===== src/rtl/fp_add_scheduler.sv =====
// rtl/fp_add_scheduler.sv - round-robin scheduler sharing one FP adder among NREQ requesters
// One operation in flight: accept in IDLE, wait ADD_LAT edges, hold result in RESP until taken.
module fp_add_scheduler #(
  parameter int NREQ    = 4,
  parameter int ADD_LAT = 1,
  parameter int IDW     = $clog2(NREQ)
) (
  input  logic                 clk,
  input  logic                 reset_n,
  input  logic [NREQ-1:0]      req_valid,
  output logic [NREQ-1:0]      req_ready,
  input  logic [32*NREQ-1:0]   req_a,
  input  logic [32*NREQ-1:0]   req_b,
  input  logic [NREQ-1:0]      req_sub,
  output logic [31:0]          add_a,
  output logic [31:0]          add_b,
  input  logic [31:0]          add_result,
  output logic                 resp_valid,
  input  logic                 resp_ready,
  output logic [31:0]          resp_data,
  output logic [IDW-1:0]       resp_id,
  output logic                 busy,
  output logic [15:0]          op_count
);

  localparam int CW = $clog2(ADD_LAT + 1);

  typedef enum logic [1:0] {S_IDLE, S_WAIT, S_RESP} state_t;

  state_t          r_state;
  state_t          w_state_next;
  logic [IDW-1:0]  r_rr_ptr;
  logic [CW-1:0]   r_wait_cnt;
  logic [31:0]     r_add_a;
  logic [31:0]     r_add_b;
  logic [31:0]     r_resp_data;
  logic [IDW-1:0]  r_resp_id;
  logic            r_resp_valid;
  logic [15:0]     r_op_count;

  logic [IDW-1:0]  w_grant;
  logic            w_grant_valid;
  logic            w_accept;
  logic            w_lat_done;
  logic [31:0]     w_a [NREQ];
  logic [31:0]     w_b [NREQ];

  always_comb begin
    for (int i = 0; i < NREQ; i++) begin
      w_a[i] = req_a[i*32 +: 32];
      w_b[i] = req_b[i*32 +: 32];
    end
  end

  // Scan downward from the farthest slot so the first valid at or after rr_ptr wins.
  always_comb begin
    int w_idx;
    w_grant       = '0;
    w_grant_valid = 1'b0;
    w_idx         = 0;
    for (int k = NREQ - 1; k >= 0; k--) begin
      w_idx = int'(r_rr_ptr) + k;
      if (w_idx >= NREQ) w_idx = w_idx - NREQ;
      if (req_valid[w_idx]) begin
        w_grant       = IDW'(w_idx);
        w_grant_valid = 1'b1;
      end
    end
  end

  assign w_accept   = (r_state == S_IDLE) && w_grant_valid;
  assign w_lat_done = (r_wait_cnt == CW'(ADD_LAT));

  always_ff @(posedge clk or negedge reset_n) begin
    if (!reset_n) r_state <= S_IDLE;
    else          r_state <= w_state_next;
  end

  always_comb begin
    w_state_next = r_state;
    case (r_state)
      S_IDLE:  if (w_accept)   w_state_next = S_WAIT;
      S_WAIT:  if (w_lat_done) w_state_next = S_RESP;
      S_RESP:  if (resp_ready) w_state_next = S_IDLE;
      default: w_state_next = S_IDLE;
    endcase
  end

  // reset_n gate keeps req_ready low while reset is held, even with requests pending.
  always_comb begin
    busy      = (r_state != S_IDLE);
    req_ready = '0;
    if (reset_n && w_accept) req_ready = NREQ'(1) << w_grant;
  end

  always_ff @(posedge clk or negedge reset_n) begin
    if (!reset_n) begin
      r_rr_ptr     <= '0;
      r_wait_cnt   <= '0;
      r_add_a      <= '0;
      r_add_b      <= '0;
      r_resp_data  <= '0;
      r_resp_id    <= '0;
      r_resp_valid <= 1'b0;
      r_op_count   <= '0;
    end else begin
      case (r_state)
        S_IDLE: begin
          if (w_accept) begin
            r_add_a    <= w_a[w_grant];
            r_add_b    <= w_b[w_grant] ^ {req_sub[w_grant], 31'd0};
            r_resp_id  <= w_grant;
            r_wait_cnt <= '0;
          end
        end
        S_WAIT: begin
          r_wait_cnt <= r_wait_cnt + CW'(1);
          if (w_lat_done) begin
            r_resp_data  <= add_result;
            r_resp_valid <= 1'b1;
          end
        end
        S_RESP: begin
          if (resp_ready) begin
            r_resp_valid <= 1'b0;
            r_rr_ptr     <= (r_resp_id == IDW'(NREQ - 1)) ? '0 : r_resp_id + IDW'(1);
            r_op_count   <= r_op_count + 16'd1;
          end
        end
        default: ;
      endcase
    end
  end

  assign add_a      = r_add_a;
  assign add_b      = r_add_b;
  assign resp_data  = r_resp_data;
  assign resp_id    = r_resp_id;
  assign resp_valid = r_resp_valid;
  assign op_count   = r_op_count;

endmodule

===== config.mk =====
export PLATFORM = sky130hd
export DESIGN_NAME = fp_add_scheduler
export DESIGN_NICKNAME = d
export VERILOG_FILES = /design/src/rtl/fp_add_scheduler.sv
export SDC_FILE = /design/constraint.sdc
export NUM_CORES = 1
export LEC_CHECK = 0
export BUFFER_PORTS_ARGS = -buffer_cell sky130_fd_sc_hd__buf_2
export CAP_MARGIN = 30
export CORE_AREA = 2 2 162 164
export DETAILED_ROUTE_END_ITERATION = 10
export DIE_AREA = 0 0 164 166
export HOLD_SLACK_MARGIN = 0.06
export PLACE_DENSITY = 0.57
export SLEW_MARGIN = 10
export SYNTH_ARGS = -nofsm -noshare
export SYNTH_HDL_FRONTEND = slang
export SYNTH_SLANG_ARGS = --single-unit

===== constraint.sdc =====
create_clock -name clk -period 2.1 [get_ports clk]
set_clock_uncertainty 0.15 [all_clocks]
set_input_delay 0.42 -clock clk [delete_from_list [all_inputs] [get_ports clk]]
set_output_delay 0.42 -clock clk [all_outputs]
set_load 0.05 [all_outputs]

==> results.md, run 1 <==
Critical path:
- The critical path is of the reg2out type.
- The master of the slowest instance on the critical path is sky130_fd_sc_hd__dfrtp_2.
- The critical path goes through buf_4, buf_4, nand4b_1, o211ai_1, buf_4, and3_4, buf_12.
- On the worst path, the slowest cell contributes a delay of 0.46 ns.
- STA classifies the critical path endpoint as an output pin.
- The critical path's top delay family is buffers and inverters.
- Along the worst path, the maximum fanout reaches 4.
- Together, buffers and inverters on the worst path number 4.
- The count of cells along the worst register-to-register path is 9.
- Counting stages on the worst path, the most repeated cell is sky130_fd_sc_hd__buf_4.
- In this run the number of cells on the critical path is 7.
- The endpoint arrival time on the critical path is 1.85 ns.
- The required time reported for the critical path endpoint is 1.53 ns.
- The category of the worst setup path launch point is a flip-flop.

Die:
- The die is 166 um tall.
- The number of core rows is 59.
- For this design the top-level I/O count stands at 419.
- The floorplan step defined a core boundary enclosing 25,600 um2.
- From left edge to right edge, the die measures 164 um.
- The initial utilization of the core area, before any placement, comes to 24.5%.
- The floorplan step defined a die boundary enclosing 27,200 um2.

Placement:
- The cell area after placement is 9390 um2.
- The half-perimeter wire length of the detailed placement result is 19.6 mm.
- The number of I/O port buffers is 418.
- The placer's final routability congestion estimate is 0.851.

STA:
- The number of endpoints with negative hold slack in the final report was 0.
- Based on the critical path, the design can be clocked at up to 0.413 GHz.
- The minimum clock period after layout is 2.42 ns.
- The total count of max-transition violations in the final report is 0.
- Setup violations remaining at the end of the flow were counted as 68.
- Setup repair after global routing could not meet its margin everywhere.
- The slew of the pin with the lowest slew margin is 0.691 ns.
- The worst max-slew margin expressed relative to the limit is 53.9%.
- The final critical path takes up 115% of the cycle.
- The final critical-path setup slack is -0.320 ns.
- Adding up every negative setup slack in the final design gives -11.73 ns.

Synth:
- Sequential elements use 47.8% of the synthesized area.
- The count of warnings emitted by yosys is 0.
- Counting flops with an async set or reset pin after synthesis yields a share of 100%.
- The number of nets in the synthesized netlist is 867.
- The number of enable flip-flop cells after synthesis is 0.
- The cell count after synthesis is 566.
- The synthesized area per cell is 11.1 um2.
- In this run, synthesis produced a sequential element count of 120.
- Synthesis instantiated 40 different standard cells from the library.
- In the synthesized netlist the dominant register cell turns out to be sky130_fd_sc_hd__dfrtp_1.
- The netlist area before placement is 6280 um2.

Route:
- The routed length on met3 is 2.13 mm.
- Summed over all layers, the routed wires come to 27.1 mm.
- The number of design-rule violations left by the first detailed-router iteration is 609.
- Across all layers, the routed design uses 6,769 vias.
- After detailed routing, the number of remaining DRC violations is 0.
- The routed length per instance is 19.5 um.
- After detailed routing, the wire length on met1 is 11.1 mm.
- In this run the remaining antenna-violating nets after routing total 0.
- Signal routing reaches up to met4.
- In the routed layout, each cell is associated on average with a via count of 4.85.
- The met2 wire length is 13.2 mm.
- The number of detailed-route iterations in the first pass is 6.

Finish:
- The total of fill cells in the finished design is 2,495.
- With fillers left out, the area of the finished cells amounts to 10,600 um2.
- The net total in the final layout is 1,348.
- In the final layout, the share of cells above drive strength 1 is 63.1%.
- From synthesis to final layout, the design area changed by 69.4%.
- The repair_antennas step left the layout with diodes totalling 0.

Power:
- In this run the static leakage power is 5.39 nW.
- Across the VDD grid, the largest voltage drop is 0.000779 V.
- The post-layout total power is 18.1 mW.
- The ratio of total power to cell area is 1700 nW/um2.

Global routing:
- The first-pass GRT wire length is 39.7 mm.
- Global routing consumed, over all layers together, 19.4% of the routing resources.
- The global-route congestion overflow total is 0.
- The initial antenna violation count came to 0.
- The number of global-route vias before repair was 6,859.
- The largest net degree at the start of global routing is 121.

Clock tree:
- The depth of the CTS H-tree is 4.
- After clock tree synthesis, the clock-pin slew on the worst setup and hold paths is 0.07 ns.
- The number of sinks handled by clock tree synthesis is 120.
- The clock insertion delay at the later pin of the skew report is 0.41 ns.
- The clock passes through at most 2 buffers.
- TritonCTS built the clock tree.
- The TritonCTS buffer count is 17.
- The CTS root buffer is sky130_fd_sc_hd__clkbuf_16.

Worst hold path:
- The worst hold path depth is 2.
- In this run the worst hold path is classified as in2reg.

Run status:
- The run finished, with violations left.
- The final reports fail on setup timing.

Run:
- The number of maximum-capacitance constraint violations is 0.
## routing by layer
metal  global-route usage (%)  vias to the layer above
met2                     32.6                      380
met5                        0                        -
li1                         -                     3136
met1                     24.2                     3216
met4                     6.83                        0
met3                     4.62                       37
## power breakdown
group / internal (mW) / switching, mW
logic: 4.15 / 6.94
registers: 3.35 / 0.608
clock network: 1.70 / 1.31
total: 9.20 / 8.85
## flip-flops by register name, indices dropped and copies added (netlist names)
register and flops:
resp_valid 1, op_count 16, add_b 32, add_a 32, resp_id 2, r_rr_ptr 2
r_wait_cnt 1, resp_data 32, r_state 2
## final cells by class
| cell class | instances | area, um2 | share of cell area [%] |
|---|---|---|---|
| clock buffer | 17 | 425 | 4.00 |
| clock inverter | 15 | 176 | 1.66 |
| inverter | 5 | 21.3 | 0.200 |
| multi-input combinational | 392 | 3370 | 31.7 |
| sequential | 120 | 3010 | 28.2 |
| tap | 335 | 419 | 3.94 |
| timing repair buffer | 511 | 3220 | 30.3 |
## synthesized netlist by cell type, types with 2 or more instances
master                     number  area [um2]
sky130_fd_sc_hd__a21oi_1        5        25.0
sky130_fd_sc_hd__a221o_1        2        20.0
sky130_fd_sc_hd__a222oi_1      63         631
sky130_fd_sc_hd__a22o_1         2        17.5
sky130_fd_sc_hd__and3_1         7        43.8
sky130_fd_sc_hd__buf_2         19        95.1
sky130_fd_sc_hd__buf_6          9         101
sky130_fd_sc_hd__clkbuf_1      19        71.3
sky130_fd_sc_hd__dfrtp_1      120        3000
sky130_fd_sc_hd__ha_1           2        25.0
sky130_fd_sc_hd__inv_1          4        15.0
sky130_fd_sc_hd__mux2_1        47         529
sky130_fd_sc_hd__mux2_2        40         450
sky130_fd_sc_hd__mux2_4        10         150
sky130_fd_sc_hd__nand2_1       79         297
sky130_fd_sc_hd__nand2b_1       6        37.5
sky130_fd_sc_hd__nand3_1        4        20.0
sky130_fd_sc_hd__nand4_1        6        37.5
sky130_fd_sc_hd__nor2_1        15        56.3
sky130_fd_sc_hd__nor3_1         3        15.0
sky130_fd_sc_hd__o21ai_0        9        45.0
sky130_fd_sc_hd__o21ai_1       60         300
sky130_fd_sc_hd__o21bai_1       2        15.0
sky130_fd_sc_hd__or3_1          3        18.8
sky130_fd_sc_hd__xnor2_1       12         105
sky130_fd_sc_hd__xor2_1         4        35.0
## stage by stage
stage | hold WS, ns | std cells | worst slack (ns) | util, %
after floorplan | -0.0256 | 566 | -0.152 | -
after global placement | 0.309 | 1329 | -0.327 | 36.6
after detailed placement | 0.316 | 1329 | -0.377 | 36.6
after CTS | 0.0611 | 1386 | -0.325 | 41.0
after global routing | 0.0624 | 1395 | -0.400 | 41.5
final | 0.0809 | 1395 | -0.320 | 41.5
## kinds of logic (layout without fill, tap and decap cells)
kind of cell,after synthesis,after routing,share of synthesized area [%]
compound gates,149,149,17.8
simple gates,128,128,9.02
flops,120,120,47.8
mux,97,97,18.0
buf+inv,54,548,4.74
xor+xnor,16,16,2.23
fa+ha+maj,2,2,0.398
## timing repair
action	CTS	global route
setup endpoints to repair	68	71
endpoints found under the hold margin	122	2
hold buffers	3	2
gates resized for setup	73	11
pin swaps	51	34
gates cloned	3	1
setup buffers	21	8
## placed cells by master (no fill, tap or decap), types with 3 or more instances in the layout
master | Yosys | final
sky130_fd_sc_hd__a21oi_4 | 0 | 3
sky130_fd_sc_hd__nand3_1 | 4 | 4
sky130_fd_sc_hd__inv_6 | 0 | 4
sky130_fd_sc_hd__inv_1 | 4 | 4
sky130_fd_sc_hd__or3_4 | 0 | 3
sky130_fd_sc_hd__nand4_1 | 6 | 6
sky130_fd_sc_hd__o21ai_0 | 9 | 5
sky130_fd_sc_hd__dlygate4sd3_1 | 0 | 5
sky130_fd_sc_hd__dfrtp_1 | 120 | 118
sky130_fd_sc_hd__buf_16 | 0 | 3
sky130_fd_sc_hd__and3_4 | 0 | 6
sky130_fd_sc_hd__mux2_4 | 10 | 63
sky130_fd_sc_hd__inv_8 | 0 | 5
sky130_fd_sc_hd__buf_8 | 0 | 5
sky130_fd_sc_hd__buf_6 | 9 | 25
sky130_fd_sc_hd__clkbuf_16 | 0 | 18
sky130_fd_sc_hd__xnor2_1 | 12 | 12
sky130_fd_sc_hd__nand2_1 | 79 | 79
sky130_fd_sc_hd__nand2b_4 | 0 | 4
sky130_fd_sc_hd__clkinvlp_4 | 0 | 3
sky130_fd_sc_hd__mux2_2 | 40 | 34
sky130_fd_sc_hd__xor2_1 | 4 | 4
sky130_fd_sc_hd__buf_4 | 1 | 43
sky130_fd_sc_hd__buf_12 | 0 | 16
sky130_fd_sc_hd__nor2_4 | 0 | 3
sky130_fd_sc_hd__o21ai_1 | 60 | 64
sky130_fd_sc_hd__nor2_1 | 15 | 11
sky130_fd_sc_hd__a222oi_1 | 63 | 63
sky130_fd_sc_hd__buf_2 | 19 | 413
## final timing paths
kind / from / end / slack, ns
min in group asynchronous: reset_n / resp_data[23] / 0.63
max in group asynchronous: reset_n / r_rr_ptr[1] / 0.62
worst max register to register: r_rr_ptr[1] / add_a[6] / -0.27
worst min register to register: op_count[15] / op_count[15] / 0.33
worst min-delay path: add_result[5] / resp_data[5] / 0.08
worst max-delay path: r_rr_ptr[1] / req_ready[0] / -0.32
Power figures use the tool's default switching activity.
==> run 2: changes to the inputs <==
Settings changed: HOLD_SLACK_MARGIN 0.06 to 0.12, PLACE_DENSITY 0.57 to 0.55.
Clock period 2.1 ns to 2.8 ns, I/O delays scaled along.
==> run 2 against run 1 <==
The flow now finishes without violations. Combinational power shrank 37%. Final area shrank 11%. Non-clock buffer count shrank 61. Via count shrank 6.5%. Power shrank 33%. Critical path depth shrank 2. Critical path type unchanged. Critical endpoint is now req_ready[3].
==> results.md, run 2 (synthesis gave the netlist of run 1 again) <==
Route:
- In this run, the number of DRC markers left after iteration 0 of detailed routing was 495.
- The number of detailed-route iterations in the first pass is 7.
- The detailed router placed 6,330 vias in this run.
- Using the TritonRoute via totals, the vias-per-cell ratio works out to 4.74.
- The remaining design rule violation count is 0.
- The routed length per instance is 17.8 um.
- The number of nets with antenna violations after routing is 0.
- The routed design has 23.8 mm of wire.

STA:
- The number of endpoints with negative hold slack in the final report is 0.
- For this run, the top clock speed supported by timing is 0.378 GHz.
- The final critical path takes up 94.4% of the cycle.
- The worst pin sits at a relative slew slack of 58.9%.
- After routing, the total negative slack on setup checks comes to 0 ns.
- Setup repair after global routing left no endpoint under its margin.
- The clock period could shrink to 2.64 ns.
- For the pin with the worst max-slew slack, the measured transition is 0.617 ns.
- The total count of max-transition violations in the final report was 0.
- The final count of negative-setup-slack endpoints is 0.

Power:
- The combinational cell fraction of total power is 57.4%.
- Of the total power, the share spent switching nets is 50.2%.
- The design draws 12.1 mW.
- In this run, flip-flops and latches consume 24.4% of the power.
- The static leakage is 4.74 nW.
- The ratio of total power to cell area is 1280 nW/um2.
- In this run the power spent charging and discharging nets is 6.08 mW.
- The internal power is 6.03 mW.
- The worst-case vdd ir drop is 0.000526 V.
- The clock share of power is 18.2%.

Die:
- The floorplan step defined a die boundary enclosing 27,200 um2.
- From bottom edge to top edge, the die measures 166 um.
- In this run the standard cell core region covers 25,600 um2.
- The width of the die is 164 um.
- In this run the core area contains 59 standard-cell rows.
- Once the floorplan was initialized, standard cells occupied 24.5% of the core.
- The count of pins on the block boundary is 419.

Global routing:
- For this run, the total global-route usage over all layers was measured as 17.0%.
- The global-route congestion overflow total is 0.
- The initial antenna violation count is 3.
- The first global-routing pass estimated 35.1 mm of wire.
- Entering global routing, the biggest net connects 109 pins.
- The number of global-route vias before repair is 6,124.

Critical path:
- For the worst flop-to-flop path, the logic depth is 7.
- STA classifies the critical path startpoint as a flip-flop.
- The nature of the critical path endpoint is an output pin.
- The endpoint arrival time on the critical path is 1.93 ns.
- The required time reported for the critical path endpoint is 2.09 ns.
- The worst setup path category is reg2out.
- The largest fanout of any net on the critical path is 9.

Finish:
- The library cell used most frequently in the layout, excluding fill and tap cells, is sky130_fd_sc_hd__buf_2.
- The share of cells above drive strength 1 is 54.5%.
- The sequential cell area is 3000 um2.
- The library cells used most frequently in the layout, excluding fill and tap cells, are 417 x sky130_fd_sc_hd__buf_2, 119 x sky130_fd_sc_hd__dfrtp_1, 79 x sky130_fd_sc_hd__nand2_1.
- The total of fill cells in the finished design is 2,641.
- The net total in the final layout is 1,287.
- From synthesis to final layout, the design area changed by 50.9%.
- Summing all multi-input logic gate instances after layout gives 3010 um2.

Clock tree:
- The CTS root buffer is sky130_fd_sc_hd__clkbuf_16.
- The clock insertion delay at the later pin of the skew report is 0.40 ns.
- The number of sinks handled by clock tree synthesis is 120.
- The TritonCTS buffer count is 17.
- Clock-pin slew was measured on the worst setup and hold paths at 0.06 ns.
- The depth of the CTS H-tree is 4.
- The maximum buffer depth of the clock tree is 2.
- The TritonCTS clock tree is yes.

Worst hold path:
- The worst hold path depth is 2.
- The min-delay analysis places its worst path in the category in2reg.

Placement:
- The placer's final routability congestion estimate is 0.790.
- The number of I/O port buffers is 418.
- The half-perimeter wire length of the detailed placement result is 18.0 mm.

Run status:
- The flow ran to the end, and the final reports show no timing, DRC or antenna violations.

Run:
- Across the run, the number of max-cap violations was 0.
==> run 2: changes by cell type in the layout (fill, tap and decap cells not counted), sizes merged <==
cell         change
buf             -56
inv              -6
clkinv           +5
dlygate4sd3      -4
clkinvlp         -2
diode            +2
bufinv           +1
clkbuf           +1
==> run 2: worst paths after layout <==
| check | from | end | slack (ns) |
|---|---|---|---|
| worst max-delay path | r_rr_ptr[1] | req_ready[3] | 0.16 |
| worst min-delay path | resp_ready | r_state[1] | 0.22 |
| worst max register to register | r_rr_ptr[0] | add_a[4] | 0.24 |
| worst min register to register | op_count[15] | op_count[15] | 0.32 |
| max in group asynchronous | reset_n | add_a[10] | 1.21 |
| min in group asynchronous | reset_n | r_rr_ptr[0] | 0.42 |
==> run 2: what timing repair did <==
item                                    in CTS  in global routing
hold endpoints to repair                    12                  0
hold buffers                                 1                  0
endpoints found under the setup margin       0                  4
setup buffers                                0                  1
resized for setup                            0                  2
==> run 2: power groups by stage <==
stage / combinational (mW) / clock, mW / sequential (mW)
floorplan: 2.54 / 0 / 5.43
global placement: 6.96 / 0 / 2.97
detailed placement: 7.01 / 0 / 2.98
CTS: 7.01 / 2.27 / 2.96
global route: 7.41 / 2.37 / 3.06
finish: 6.95 / 2.20 / 2.96
==> run 2: area by class of cell <==
class                      count  share of cell area, %
timing repair buffer         450                   25.7
antenna                        2                 0.0528
inverter                       5                  0.198
multi-input combinational    392                   31.7
sequential                   120                   31.7
clock buffer                  19                   4.67
tap                          335                   4.42
clock inverter                13                   1.52
==> run 2: worst max-delay path, cell delays in order, from the launching register on <==
cell	delay, ns
sky130_fd_sc_hd__dfrtp_2	0.49
sky130_fd_sc_hd__nor2b_4	0.06
sky130_fd_sc_hd__o21bai_1	0.22
sky130_fd_sc_hd__and3_1	0.30
sky130_fd_sc_hd__and3_2	0.20
sky130_fd_sc_hd__buf_2	0.26
==> run 2: stage by stage <==
step	utilization (%)	worst slack (ns)	cells	instance area (um2)	hold WS [ns]
6_report	37.0	0.158	1336	9480	0.220
5_1_grt	37.0	0.0516	1336	9480	0.206
4_1_cts	37.0	0.00587	1333	9470	0.201
3_5_place_dp	34.6	0.0793	1300	8870	0.272
3_3_place_gp	34.6	0.116	1300	8870	0.270
2_1_floorplan	-	0.0613	566	6290	0.114
==> run 2: metal layers <==
| metal | global-route usage, % | vias up | part of all wire, % |
|---|---|---|---|
| met5 | 0 | - | 0 |
| met4 | 5.34 | 0 | 1.9 |
| met3 | 4.87 | 21 | 7.8 |
| met2 | 28.6 | 300 | 49 |
| met1 | 21.0 | 3013 | 41 |
| li1 | - | 2996 | - |
==> run 3: changes to the inputs <==
Settings changed: BUFFER_PORTS_ARGS -buffer_cell sky130_fd_sc_hd__buf_2 to not set, DONT_BUFFER_PORTS set to 1, PLACE_DENSITY 0.55 to 0.41.
==> run 3 against run 2 <==
The flow now finishes with violations (hold timing). Routed wire length is 10% lower. Via count decreased by 24%. Power fell by 7.1%. Sequential share of layout area is 8.9 points higher. Sequential power rose by 89%. Global-route usage shrank 1.8 points. First-iteration DRC count is 6.3% higher. Non-clock buffer count decreased by 422. Final cell count is 32% lower. Sequential cell count stayed put. Clock-buffer cell count is 1 lower. Largest cell class unchanged.
==> results.md, run 3 (synthesis gave the netlist of run 1 again) <==
Clock tree:
- The CTS root buffer is sky130_fd_sc_hd__clkbuf_16.
- After clock tree synthesis, the clock-pin slew on the worst setup and hold paths is 0.06 ns.
- The number of sinks handled by clock tree synthesis is 120.
- The maximum buffer depth of the clock tree is 2.
- At the later pin of the worst-skew pair, clock insertion delay measures 0.41 ns.
- The TritonCTS buffer count is 17.
- The depth of the CTS H-tree is 4.
- The TritonCTS clock tree is yes.

STA:
- Setup total negative slack on the finished layout was measured at 0 ns.
- The worst path uses 94.5% of the clock period.
- Headroom to the max-slew limit came out at 58.9%.
- The number of endpoints with negative hold slack in the final report came to 120.
- The worst path in the final design needs a cycle of 2.65 ns, including I/O delays and setup.
- The highest clock rate is 0.378 GHz.
- The total count of max-transition violations in the final report is 0.
- The slew of the pin with the lowest slew margin is 0.616 ns.
- The final count of negative-setup-slack endpoints is 0.
- Setup repair after global routing left no endpoint under its margin.
- The tightest hold path in the finished design has a slack of -0.304 ns.

Finish:
- The top cell types in the final layout, fill and taps aside, are 119 x sky130_fd_sc_hd__dfrtp_1, 79 x sky130_fd_sc_hd__nand2_1, 63 x sky130_fd_sc_hd__a222oi_1.
- The synthesis-to-finish area growth is 17.9%.
- Of the cells placed in the final design, the portion with a size suffix greater than 1 is 20.8%.
- Leaving out fill and tap cells, the most frequent cell in the layout is sky130_fd_sc_hd__dfrtp_1.
- For this run, the share of the core covered by cells in the final layout is 28.9%.
- The net total in the final layout is 865.

Global routing:
- The global-route congestion overflow total is 0.
- The largest net degree at the start of global routing is 125.
- The initial antenna violation count is 5.
- Global routing used 17.6% of the available met1 tracks.
- The first-pass GRT wire length is 30.7 mm.
- For met3 alone, demand over resource in global routing was 5.17%.
- For this run, the total global-route usage over all layers was measured as 15.2%.
- The routing usage on met2 is 26.7%.
- The number of global-route vias before repair was 4,945.
- The routing layer with the top usage in global route is met2.

Run:
- The tool flagged a number of max-cap violations equal to 0.

Route:
- The routed length per instance is 23.4 um.
- For this block, the initial DRC count from the detailed router was 526.
- The via density per instance is 5.25.
- The aggregate routed wire length is 21.4 mm.
- After detailed routing, the number of remaining DRC violations is 0.
- The number of detailed-route iterations in the first pass is 10.
- In this run the remaining antenna-violating nets after routing total 0.
- The final route contains 4,785 vias.

Placement:
- Input and output buffers added on the ports amount to 0.
- The half-perimeter wire length of the detailed placement result is 16.2 mm.
- The placer's final routability congestion estimate is 0.859.

Power:
- In this run the power density over the cells is 1520 nW/um2.
- The net switching power is 5.80 mW.
- Sequential cells account for 49.7% of the total power.
- Cell internal power was estimated by the tool at 5.44 mW.
- The proportion of total power due to net switching is 51.6%.
- Combinational cells account for 29.4% of the total power.
- In this run the static leakage power is 3.03 nW.
- The clock network is responsible for 20.9% of the overall power.
- The worst-case vdd ir drop is 0.000536 V.

Die:
- The count of pins on the block boundary is 419.
- The die area is 27,200 um2.
- The width of the die is 164 um.
- For this configuration, the core starts out at a cell density of 24.5%.
- The number of core rows is 59.
- The die is 166 um tall.
- The area of the core region is 25,600 um2.

Critical path:
- For the worst setup path, the data required time is 2.09 ns.
- The worst setup path is captured at an output pin.
- Along the worst path, the maximum fanout reaches 9.
- In this run the critical register-to-register path is launched from r_rr_ptr[0].
- The capture instance of the worst register-to-register path is add_a[26].
- The endpoint arrival time on the critical path is 1.94 ns.
- STA classifies the critical path startpoint as a flip-flop.
- The worst setup path is of the reg2out kind.
- The count of cells along the worst register-to-register path is 7.
- Across all register-to-register paths, the minimum setup slack is 0.21 ns.

Worst hold path:
- The worst min-delay path class is in2async.

Run status:
- The run finished, with violations left.
- The final reports fail on hold timing.
-- run 3: changes by cell type in the layout (fill, tap and decap cells not counted), sizes merged --
cell / delta
buf: -423
bufinv: +2
clkbuf: -1
clkinv: -2
clkinvlp: +1
diode: -1
dlygate4sd3: +1
inv: -1
-- run 3: power groups by stage --
stage / Clock [mW] / Combinational [mW] / Sequential, mW
6_report: 2.35 / 3.30 / 5.59
5_1_grt: 2.53 / 3.69 / 5.69
3_3_place_gp: 0 / 3.21 / 5.64
3_5_place_dp: 0 / 3.35 / 5.65
2_1_floorplan: 0 / 2.54 / 5.43
4_1_cts: 2.43 / 3.36 / 5.62
-- run 3: timing repair --
item                                    CTS  global route
cloned                                    0             0
gates resized for setup                   4             1
pin swaps                                 1             0
endpoints found under the setup margin    2             4
hold endpoints to repair                121           121
hold buffers                              1             1
buffers inserted                          1             1
-- run 3: per-stage QoR --
stage | area (um2) | setup WS, ns | power, mW | instances
2_1_floorplan | 6290 | 0.0613 | 7.97 | 566
3_3_place_gp | 6730 | 0.206 | 8.85 | 876
3_5_place_dp | 6730 | 0.110 | 8.99 | 876
4_1_cts | 7390 | 0.00135 | 11.4 | 909
5_1_grt | 7410 | 0.0351 | 11.9 | 911
6_report | 7410 | 0.155 | 11.2 | 912
-- run 3: worst max-delay path by stage --
stage,slack [ns],to,startpoint
2_1_floorplan,0.06,req_ready[0],req_valid[3]
3_3_place_gp,0.21,req_ready[1],req_valid[0]
3_5_place_dp,0.11,add_a[26],req_valid[1]
4_1_cts,0.001,req_ready[1],r_rr_ptr[1]
5_1_grt,0.04,add_a[25],r_rr_ptr[0]
6_report,0.15,req_ready[0],r_rr_ptr[1]
-- run 3: critical path, cell delays in order (launching register included) --
cell	delay, ns
sky130_fd_sc_hd__dfrtp_2	0.48
sky130_fd_sc_hd__inv_2	0.15
sky130_fd_sc_hd__nor2_1	0.07
sky130_fd_sc_hd__o211ai_1	0.36
sky130_fd_sc_hd__and3_2	0.46
-- run 3: area by class of cell --
class | count | area, um2
clock inverters | 13 | 196
fillers | 2671 | 18200
well taps | 335 | 419
repair buffers | 28 | 323
multi-input cells | 392 | 3020
diodes | 1 | 2.50
flip-flops and latches | 120 | 3000
inverters | 5 | 18.8
clock buffers | 18 | 429
-- run 3: metal layers --
layer | wire (um) | up-vias
li1 | - | 2147
met1 | 8330 | 2330
met2 | 11000 | 289
met5 | 41 | -
met3 | 1830 | 13
met4 | 148 | 6
